===== src/rtl/sp_ram_bist_pkg.sv =====
// Shared types and the March C- element table for the RAM BIST.
// Holds FSM states, op/element descriptors and the data-pattern helper.
package sp_ram_bist_pkg;

    typedef enum logic [1:0] {
        ST_IDLE  = 2'd0,
        ST_RUN   = 2'd1,
        ST_DRAIN = 2'd2,
        ST_DONE  = 2'd3
    } state_e;

    typedef struct packed {
        logic is_write;
        logic data_sel;
    } op_t;

    typedef struct packed {
        logic       dir_down;
        logic [1:0] num_ops;
        op_t  [1:0] op;
    } elem_t;

    localparam op_t OP_W0 = '{is_write: 1'b1, data_sel: 1'b0};
    localparam op_t OP_W1 = '{is_write: 1'b1, data_sel: 1'b1};
    localparam op_t OP_R0 = '{is_write: 1'b0, data_sel: 1'b0};
    localparam op_t OP_R1 = '{is_write: 1'b0, data_sel: 1'b1};

    localparam int NUM_ELEMS = 6;

    // Index 0 is M0; op[0] is the first op performed at each address.
    // Single-op elements repeat their op in the unused slot.
    localparam elem_t [NUM_ELEMS-1:0] MARCH_TABLE = {
        elem_t'{dir_down: 1'b0, num_ops: 2'd1, op: {OP_R0, OP_R0}},
        elem_t'{dir_down: 1'b1, num_ops: 2'd2, op: {OP_W0, OP_R1}},
        elem_t'{dir_down: 1'b1, num_ops: 2'd2, op: {OP_W1, OP_R0}},
        elem_t'{dir_down: 1'b0, num_ops: 2'd2, op: {OP_W0, OP_R1}},
        elem_t'{dir_down: 1'b0, num_ops: 2'd2, op: {OP_W1, OP_R0}},
        elem_t'{dir_down: 1'b0, num_ops: 2'd1, op: {OP_W0, OP_W0}}
    };

    function automatic logic [31:0] op_data(op_t op, logic [31:0] bg);
        return op.data_sel ? ~bg : bg;
    endfunction

endpackage


===== src/rtl/sp_ram_bist_if.sv =====
// RAM request/response bundle between the BIST and the RAM port mux.
// master: en/addr/wdata/we/be out, rdata in; slave is the mirror.
interface sp_ram_bist_if #(
    parameter int ADDR_WIDTH = 15,
    parameter int DATA_WIDTH = 32
);
    logic                    en;
    logic [ADDR_WIDTH-1:0]   addr;
    logic [DATA_WIDTH-1:0]   wdata;
    logic                    we;
    logic [DATA_WIDTH/8-1:0] be;
    logic [DATA_WIDTH-1:0]   rdata;

    modport master (
        output en, addr, wdata, we, be,
        input  rdata
    );

    modport slave (
        input  en, addr, wdata, we, be,
        output rdata
    );
endinterface


===== src/rtl/sp_ram_bist_cmp.sv =====
// One-stage read-compare pipeline with first-fail capture.
// Ports: clear/flush controls, read request tap, rdata, fail status.
module sp_ram_bist_cmp #(
    parameter int ADDR_WIDTH = 15,
    parameter int DATA_WIDTH = 32
) (
    input  logic                  clk,
    input  logic                  rstn_i,
    input  logic                  clear_i,
    input  logic                  flush_i,
    input  logic                  rd_i,
    input  logic [ADDR_WIDTH-1:0] rd_addr_i,
    input  logic [DATA_WIDTH-1:0] rd_exp_i,
    input  logic [DATA_WIDTH-1:0] rdata_i,
    output logic                  fail_o,
    output logic [ADDR_WIDTH-1:0] fail_addr_o,
    output logic [15:0]           fail_count_o
);

    logic                  vld_q, vld_d;
    logic [DATA_WIDTH-1:0] exp_q, exp_d;
    logic [ADDR_WIDTH-1:0] addr_q, addr_d;
    logic                  fail_q, fail_d;
    logic [ADDR_WIDTH-1:0] faddr_q, faddr_d;
    logic [15:0]           cnt_q, cnt_d;
    logic                  mismatch;

    // A flush drops the compare of the read issued last cycle.
    assign mismatch = vld_q && !flush_i && (rdata_i != exp_q);

    always_comb begin
        vld_d   = rd_i && !flush_i;
        exp_d   = rd_exp_i;
        addr_d  = rd_addr_i;
        fail_d  = fail_q;
        faddr_d = faddr_q;
        cnt_d   = cnt_q;
        if (clear_i) begin
            vld_d   = 1'b0;
            fail_d  = 1'b0;
            faddr_d = '0;
            cnt_d   = '0;
        end else if (mismatch) begin
            fail_d = 1'b1;
            if (!fail_q) faddr_d = addr_q;
            if (cnt_q != 16'hFFFF) cnt_d = cnt_q + 16'd1;
        end
    end

    always_ff @(posedge clk or negedge rstn_i) begin
        if (!rstn_i) begin
            vld_q   <= 1'b0;
            exp_q   <= '0;
            addr_q  <= '0;
            fail_q  <= 1'b0;
            faddr_q <= '0;
            cnt_q   <= '0;
        end else begin
            vld_q   <= vld_d;
            exp_q   <= exp_d;
            addr_q  <= addr_d;
            fail_q  <= fail_d;
            faddr_q <= faddr_d;
            cnt_q   <= cnt_d;
        end
    end

    assign fail_o       = fail_q;
    assign fail_addr_o  = faddr_q;
    assign fail_count_o = cnt_q;

endmodule


===== src/rtl/sp_ram_bist.sv =====
// March C- BIST initiator for the single-port RAM, one op per cycle.
// Ports: start/abort in, busy/done/fail status out, RAM bus (master).
module sp_ram_bist
    import sp_ram_bist_pkg::*;
#(
    parameter int                   RAM_SIZE   = 32768,
    parameter int                   ADDR_WIDTH = $clog2(RAM_SIZE),
    parameter int                   DATA_WIDTH = 32,
    parameter logic [DATA_WIDTH-1:0] BG_PATTERN = 32'h0000_0000
) (
    input  logic                  clk,
    input  logic                  rstn_i,
    input  logic                  start_i,
    input  logic                  abort_i,
    output logic                  busy_o,
    output logic                  done_o,
    output logic                  fail_o,
    output logic [ADDR_WIDTH-1:0] fail_addr_o,
    output logic [15:0]           fail_count_o,
    sp_ram_bist_if.master         ram
);

    localparam int IDX_W = ADDR_WIDTH - 2;
    localparam logic [IDX_W-1:0] IDX_LAST = IDX_W'(RAM_SIZE / 4 - 1);
    localparam logic [2:0] ELEM_LAST = 3'(NUM_ELEMS - 1);

    state_e            state_q, state_d;
    logic [2:0]        elem_q, elem_d;
    logic              op_q, op_d;
    logic [IDX_W-1:0]  idx_q, idx_d;

    elem_t             cur_elem;
    op_t               cur_op;
    logic [2:0]        nxt_elem;
    logic              run, idle_like, last_op, idx_term;
    logic [DATA_WIDTH-1:0] cur_data;

    assign run       = (state_q == ST_RUN);
    assign idle_like = (state_q == ST_IDLE) || (state_q == ST_DONE);
    assign busy_o    = run || (state_q == ST_DRAIN);
    assign done_o    = (state_q == ST_DONE);

    assign cur_elem = MARCH_TABLE[elem_q];
    assign cur_op   = cur_elem.op[op_q];
    assign cur_data = op_data(cur_op, BG_PATTERN);
    assign nxt_elem = elem_q + 3'd1;
    assign last_op  = ({1'b0, op_q} == cur_elem.num_ops - 2'd1);
    assign idx_term = cur_elem.dir_down ? (idx_q == '0)
                                        : (idx_q == IDX_LAST);

    // Step op, then address, then element.
    always_comb begin
        state_d = state_q;
        elem_d  = elem_q;
        op_d    = op_q;
        idx_d   = idx_q;
        unique case (state_q)
            ST_IDLE, ST_DONE: begin
                if (start_i) begin
                    state_d = ST_RUN;
                    elem_d  = '0;
                    op_d    = 1'b0;
                    idx_d   = '0;
                end
            end
            ST_RUN: begin
                if (!last_op) begin
                    op_d = 1'b1;
                end else begin
                    op_d = 1'b0;
                    if (!idx_term) begin
                        idx_d = cur_elem.dir_down ? idx_q - 1'b1
                                                  : idx_q + 1'b1;
                    end else if (elem_q == ELEM_LAST) begin
                        state_d = ST_DRAIN;
                    end else begin
                        elem_d = nxt_elem;
                        idx_d  = MARCH_TABLE[nxt_elem].dir_down ? IDX_LAST
                                                                : '0;
                    end
                end
            end
            ST_DRAIN: state_d = ST_DONE;
        endcase
        if (abort_i && busy_o) state_d = ST_IDLE;
    end

    always_ff @(posedge clk or negedge rstn_i) begin
        if (!rstn_i) begin
            state_q <= ST_IDLE;
            elem_q  <= '0;
            op_q    <= 1'b0;
            idx_q   <= '0;
        end else begin
            state_q <= state_d;
            elem_q  <= elem_d;
            op_q    <= op_d;
            idx_q   <= idx_d;
        end
    end

    assign ram.en    = run;
    assign ram.we    = run && cur_op.is_write;
    assign ram.addr  = run ? {idx_q, 2'b00} : '0;
    assign ram.wdata = ram.we ? cur_data : '0;
    assign ram.be    = {(DATA_WIDTH/8){run}};

    sp_ram_bist_cmp #(
        .ADDR_WIDTH (ADDR_WIDTH),
        .DATA_WIDTH (DATA_WIDTH)
    ) u_cmp (
        .clk          (clk),
        .rstn_i       (rstn_i),
        .clear_i      (start_i && idle_like),
        .flush_i      (abort_i && busy_o),
        .rd_i         (run && !cur_op.is_write),
        .rd_addr_i    ({idx_q, 2'b00}),
        .rd_exp_i     (cur_data),
        .rdata_i      (ram.rdata),
        .fail_o       (fail_o),
        .fail_addr_o  (fail_addr_o),
        .fail_count_o (fail_count_o)
    );

endmodule

===== src/flat_wrapper.sv =====
// flat-port wrapper written by rule: the top's interface ports become plain ports
module sp_ram_bist_flat import sp_ram_bist_pkg::*;
#(
    parameter int                   RAM_SIZE   = 32768,
    parameter int                   ADDR_WIDTH = $clog2(RAM_SIZE),
    parameter int                   DATA_WIDTH = 32,
    parameter logic [DATA_WIDTH-1:0] BG_PATTERN = 32'h0000_0000
)
  (clk, rstn_i, start_i, abort_i, busy_o, done_o, fail_o, fail_addr_o, fail_count_o, ram_en, ram_addr, ram_wdata, ram_we, ram_be, ram_rdata);
  sp_ram_bist_if #(.ADDR_WIDTH(ADDR_WIDTH), .DATA_WIDTH(DATA_WIDTH)) ram_i ();
  input  logic clk;
  input  logic rstn_i;
  input  logic start_i;
  input  logic abort_i;
  output logic busy_o;
  output logic done_o;
  output logic fail_o;
  output logic [ADDR_WIDTH-1:0] fail_addr_o;
  output logic [15:0] fail_count_o;
  output wire logic [$bits(ram_i.en)-1:0] ram_en;
  output wire logic [$bits(ram_i.addr)-1:0] ram_addr;
  output wire logic [$bits(ram_i.wdata)-1:0] ram_wdata;
  output wire logic [$bits(ram_i.we)-1:0] ram_we;
  output wire logic [$bits(ram_i.be)-1:0] ram_be;
  input wire logic [$bits(ram_i.rdata)-1:0] ram_rdata;
  assign ram_en = ram_i.en;
  assign ram_addr = ram_i.addr;
  assign ram_wdata = ram_i.wdata;
  assign ram_we = ram_i.we;
  assign ram_be = ram_i.be;
  assign ram_i.rdata = ram_rdata;
  sp_ram_bist #(.RAM_SIZE(RAM_SIZE), .ADDR_WIDTH(ADDR_WIDTH), .DATA_WIDTH(DATA_WIDTH), .BG_PATTERN(BG_PATTERN)) u_core (.clk(clk), .rstn_i(rstn_i), .start_i(start_i), .abort_i(abort_i), .busy_o(busy_o), .done_o(done_o), .fail_o(fail_o), .fail_addr_o(fail_addr_o), .fail_count_o(fail_count_o), .ram(ram_i));
endmodule

===== config.mk =====
export PLATFORM = sky130hd
export DESIGN_NAME = sp_ram_bist_flat
export DESIGN_NICKNAME = d
export VERILOG_FILES = /design/src/rtl/sp_ram_bist_pkg.sv /design/src/rtl/sp_ram_bist_if.sv /design/src/rtl/sp_ram_bist_cmp.sv /design/src/rtl/sp_ram_bist.sv /design/src/flat_wrapper.sv
export SDC_FILE = /design/constraint.sdc
export NUM_CORES = 1
export LEC_CHECK = 0
export BUFFER_PORTS_ARGS = -buffer_cell sky130_fd_sc_hd__buf_2
export CORE_MARGIN = 2
export CORE_UTILIZATION = 40
export CTS_CLUSTER_SIZE = 16
export DETAILED_ROUTE_END_ITERATION = 8
export HOLD_SLACK_MARGIN = 0.15
export SYNTH_ARGS = -nofsm -noshare
export SYNTH_HDL_FRONTEND = slang
export SYNTH_SLANG_ARGS = --single-unit

===== constraint.sdc =====
create_clock -name clk -period 5.2 [get_ports clk]
set_input_delay 0.26 -clock clk [delete_from_list [all_inputs] [get_ports clk]]
set_output_delay 0.26 -clock clk [all_outputs]
set_load 0.1 [all_outputs]

# [Yosys cells after proc, flatten, opt, wreduce, memory -nomap -nowiden]
# Memory sizes are Yosys's and may differ from the RTL's.
# Index checks and enable logic that the tools add are counted.
[word_totals] n_memories=2 romBits=112 input_bits=36 word_cells=99 register_bits=97 output_inout_bits=87
[memory_table] name="(no name shown)" words=8 word_bits=7 read_ports=1 rd_clocked_by_memory_dff=0 wr=0 line="sp_ram_bist.sv:43" text="assign cur_elem = MARCH_TABLE[elem_q];"
[memory_table] name="(no name shown)" words=8 word_bits=7 read_ports=1 rd_clocked_by_memory_dff=0 wr=0 line="sp_ram_bist.sv:78" text="idx_d = MARCH_TABLE[nxt_elem].dir_down ? IDX_LAST"
[op_classes] n_reduce_logical=23 n_addsub=5 mux=38 eq_ne=18 magnitude_cmp=3
[ops] operator="two-way mux 13 bit" count=6
[ops] operator="two-way mux 32 bit" count=2
[ops] operator="two-way mux 15 bit" count=4
[ops] operator="two-way mux 16 bit" count=3
[ops] operator="inequality test 32 bit" count=1
[ops] operator="one-hot mux 13 bit (2 select lines)" count=1
[ops] operator="adder 16 x 1 -> 16 bit, second input constant" count=1
[ops] operator="inequality test 16 bit, second input constant" count=1
[ops] operator="inequality test 3 bit, second input constant" count=5
[ops] operator="two-way mux 2 bit" count=7
[ops] operator="two-way mux 7 bit" count=2
[ops] operator="adder 13 x 1 -> 13 bit, second input constant" count=1
[ops] operator="equality test 13 bit, second input constant" count=1
[ops] operator="zero test 13 bit" count=1
[ops] operator="subtractor 13 x 1 -> 13 bit, second input constant" count=1
[ops] operator="two-way mux 3 bit" count=4
[ops] operator="inequality test 2 bit, second input constant" count=5
[ops] operator="less-than comparator 3 x 4 -> 1 bit, second input constant" count=2
[ops] operator="AND reduction 4 bit" count=2
[ops] operator="logical AND 1 bit" count=7
[ops] operator="two-way mux 1 bit" count=6
[ops] operator="one-hot mux 2 bit (3 select lines)" count=1
[ops] operator="one-hot mux 3 bit (2 select lines)" count=1
[ops] operator="AND reduction 2 bit" count=3
[ops] operator="14 further kinds" count=19

# [Depth between registers and ports, before layout]
[depth] word_depth=8 depth_mapped=12 mapped_depth_nobuf=11

# [Modules after synthesis]
# A second synthesis with hierarchy kept.
[hier_totals] cells_unflattened=496 hier_area_um2=5275.1
[modules_own_cells] mod="sp_ram_bist_cmp" instances=1 area_each_um2=3181.8 cells_per_inst=240 seq_area_each_um2=2001.9
[modules_own_cells] mod="sp_ram_bist" instances=1 area_each_um2=2093.3 cells_per_inst=256 seq_area_each_um2=475.5

# [Worst setup path before layout]
# No wires, ideal clock.
[synth_timing] kind="reg-to-output" start="register u_core.state_q[1]" end="output port ram_wdata[10]" path_stages_with_launch=7 path_buffers=3 t_required_ns=4.940 slack_ns=1.174 arrival_time_ns=3.766 path_cell_list="dfrtp_1 > inv_1 > ha_1 > clkbuf_1 > clkbuf_1 > and3_1 > buf_4"
[synth_via] elab_chain_cells=3
[synth_lines] element="start: declaration" line="sp_ram_bist.sv:27" text="state_e state_q, state_d;"
[synth_lines] element="start signal: assignment" line="sp_ram_bist.sv:95" text="state_q <= state_d;"
[synth_lines] element="equality test 2 x 1 -> 1 bit" line="sp_ram_bist.sv:38" text="assign run = (state_q == ST_RUN);"
[synth_lines] element="via ram_en" line="flat_wrapper.sv:20" text="output wire logic [$bits(ram_i.en)-1:0] ram_en;"
[synth_lines] element="logical AND 1 bit" line="sp_ram_bist.sv:103" text="assign ram.we = run && cur_op.is_write;"
[synth_lines] element="two-way mux 32 bit" line="sp_ram_bist.sv:105" text="assign ram.wdata = ram.we ? cur_data : '0;"
[synth_lines] element="end: declaration" line="flat_wrapper.sv:22" text="output wire logic [$bits(ram_i.wdata)-1:0] ram_wdata;"
# The timed path passes the listed nets, and every way through them passes these cells.

# [Final worst setup path]
[layout_timing] start="register u_core.state_q[1]" end="output port ram_wdata[31]"
[layout_via] elab_chain_cells=3
[layout_lines] element="equality test 2 x 1 -> 1 bit" line="sp_ram_bist.sv:38"
[layout_lines] element="logical AND 1 bit" line="sp_ram_bist.sv:103"
[layout_lines] element="two-way mux 32 bit" line="sp_ram_bist.sv:105"
# Every way passes these cells.

==> results.toml <==
[run_status]
status = "complete, no violations"

[power_and_ir_drop]
peakVddDrop_mv = 0.411
p_per_area_nw_per_um2 = 536
power.leakage_nw = 2.54
design_power_total_w = 0.00263

[global_routing]
grt_max_degree = 65
grt_pass1_wl_um = 16600
grt_pass1_vias = 3497
grt.overflow.total = 0
antenna_found_initial = 0
grt_usage_pct = 17.7

[clock_tree]
post_cts_buffers = 0
cts_max_level = 3
clk_latency_ps = 330
cts_sinks = 64
clkTransAtPathRegs_ps = 80
cts_buffers = 9
cts_root_buffer = "clkbuf_8"
cts_tree = "built"
cts_buffer_depth = 2

[floorplan]
dieWidth_um = 107
fp.dieH_um = 107
coreArea_um2 = 10400
fp-row-count = 37
die_area_um2 = 11500
start_util_pct = 41.3
io_pins = 123

[sta]
max_freq_ghz = 0.306
period_needed_ps = 3270
setup-tns-final_ps = 0
setup_slack_ps = 1930
fin_crit_sh_pct = 62.8
maxSlewHeadroom_pct = 24.1
finalClockSkew_ps = 8.05
rsz0062_at_grt = "no"
finalHoldViolCount = 0
maxSlewViolCount = 0
worst_pin_slew_ps = 1140
finalSetupViolCount = 0

[critical_path]
start_kind = "flip-flop"
cp_max_fo = 32
arrival_ps = 3010
criticalPathCategory = "reg -> out"
cp-end-kind = "primary output"
worstRegToRegCells = 10
required_ps = 4940

[placed_design]
port_buffers = 118
place_ws_ps = 2010
gp_congestion = 0.897
place_area_um2 = 4670
hpwl_um = 7200
dp_cells = 665

[cells_and_area]
diodes = 0
layout.nets = 598
fin_area_um2 = 4900
instances_no_fill = 682
layout-drive-gt1-share_pct = 29.9
syn2layout_area_growth_pct = 14.5

[yosys]
async_flop_share_pct = 100
syn_area_per_cell_um2 = 9.26
yosysSeqAreaShare_pct = 37.4
synth-seq-cells = 64
synth_flop_cell = "dfrtp_1"
synthDistinctLibCells = 60
synth_edf_count = 0
synth_area_um2 = 4280
ys_warn_count = 0
synth_cells = 462

[min_path]
hold_depth = 3
hold_class = "in -> reg"

[drt]
drt_iter0_drc = 218
via_per_inst = 5.36
drt_wl_total_um = 9980
avgRoutedWirePerCell_um = 14.6
route.detailed.drc = 0
vias = 3653
dr.pass1.iters = 4
antenna_left = 0

[run]
drv_cap = 0
path summary, 6_finish.rpt:
check,slack (ps),to,from
hold / removal,250,u_core.state_q[0]$_DFFE_PN0P_,abort_i
min in group asynchronous,650,u_core.u_cmp.fail_count_o[6]$_DFFE_PN0P_,rstn_i
max in group asynchronous,4010,u_core.u_cmp.addr_q[14]$_DFF_PN0_,rstn_i
hold reg to reg,490,u_core.u_cmp.fail_addr_o[14]$_DFFE_PN0P_,u_core.u_cmp.addr_q[14]$_DFF_PN0_
setup reg to reg,2000,u_core.idx_q[11]$_DFFE_PN0P_,u_core.elem_q[0]$_DFFE_PN0P_
setup / recovery,1930,ram_wdata[31],u_core.state_q[1]$_DFFE_PN0P_
logic make-up after synthesis:
family                   count (synthesis)  synth area share [%]
multiplexers                            22                  5.61
buffers and inverters                   68                  10.3
flip-flops                              64                  37.4
AND/OR/NAND/NOR                        166                  20.5
other                                    1                0.0876
adder cells (fa/ha/maj)                 21                  6.31
XOR/XNOR                                 8                  1.64
AO/OA/AOI/OAI                          112                  18.1
stage by stage:
| stage | util [%] | hold slack, ps |
|---|---|---|
| floorplan | - | -35.6 |
| global placement | 45.1 | 468 |
| detailed placement | 45.1 | 478 |
| CTS | 47.3 | 233 |
| global route | 47.3 | 255 |
| finish | 47.3 | 254 |
critical path, stage by stage, from the launching register on:
cell and delay (ps):
dfrtp_1 430, inv_1 90, ha_1 850, and3_1 750, buf_2 550
cells in the mapped netlist, drive strengths merged (2+ instances only):
master | count | share of area, %
buf | 46 | 8.4
ha | 20 | 5.8
mux2i | 19 | 4.7
nor2b | 3 | 0.44
a2111oi | 2 | 0.41
nor4 | 7 | 1.3
xnor2 | 4 | 0.82
dfrtp | 64 | 37
and2 | 15 | 2.2
mux2 | 3 | 0.88
xor2 | 4 | 0.82
nor3 | 9 | 1.1
or4 | 4 | 0.79
clkbuf | 10 | 0.88
nand3 | 16 | 1.9
inv | 12 | 1.1
and3 | 7 | 1.0
o211ai | 3 | 0.53
nand2b | 4 | 0.58
o21ai | 41 | 5.3
or2 | 2 | 0.29
a21o | 4 | 0.70
a211o | 2 | 0.41
o21a | 6 | 1.1
nor2 | 30 | 2.6
nand4 | 15 | 2.2
a21boi | 2 | 0.35
nand3b | 2 | 0.35
or3 | 17 | 2.5
o22ai | 4 | 0.73
a31oi | 6 | 0.88
o31ai | 4 | 1.3
nand2 | 33 | 2.9
a21oi | 28 | 3.8
layout make-up:
type,instances,area (um2)
clock buffer,9,124
clock inverter,7,95.1
fill,1065,5470
inverter,12,45.0
multi-input combinational,333,2250
sequential,64,1600
tap,136,170
timing repair buffer,121,616
flip-flops by register name, summed over array words and instances, names as in the netlist:
name	count
u_core.u_cmp.exp_q	1
u_core.u_cmp.fail_addr_o	13
u_core.u_cmp.vld_q	1
u_core.op_q	1
u_core.u_cmp.addr_q	13
u_core.elem_q	3
u_core.u_cmp.fail_count_o	16
u_core.idx_q	13
u_core.u_cmp.fail_o	1
u_core.state_q	2
cell usage in the layout (no fill, tap or decap), types with 5 or more instances in the layout:
cell type  count
dfrtp_1       64
a21oi_1       22
nand4_1       15
nor2_1        29
and3_1         7
o21a_1         6
mux2i_1       18
a21oi_2        6
ha_1          20
or3_1         17
a31oi_1        6
nor3_1         9
clkbuf_8       9
o21ai_0       35
and2_1        15
inv_1         12
nand2_1       33
nand3_1       16
nor4_1         5
o21ai_2        6
buf_2        118
per-layer routing:
| metal | GRT usage, % | wire [um] | vias to the layer above |
|---|---|---|---|
| li1 | - | - | 1791 |
| met1 | 23.3 | 4670 | 1753 |
| met2 | 29.8 | 4760 | 101 |
| met3 | 3.09 | 450 | 8 |
| met4 | 5.40 | 93 | 0 |
| met5 | 0 | 0 | - |
report_power, final:
group          internal [W]  leakage (nW)  total [W]  switching, W
sequential         0.000542         0.883   0.000588     0.0000462
clock              0.000271         0.110   0.000478      0.000207
combinational      0.000244          1.54    0.00156       0.00132
repair_timing:
item / 4_1_cts / 5_1_grt
resized for setup: 0 / 0
endpoints found under the hold margin: 47 / 0
hold buffers: 1 / 0
No activity file was read; power rests on OpenSTA's default activity.
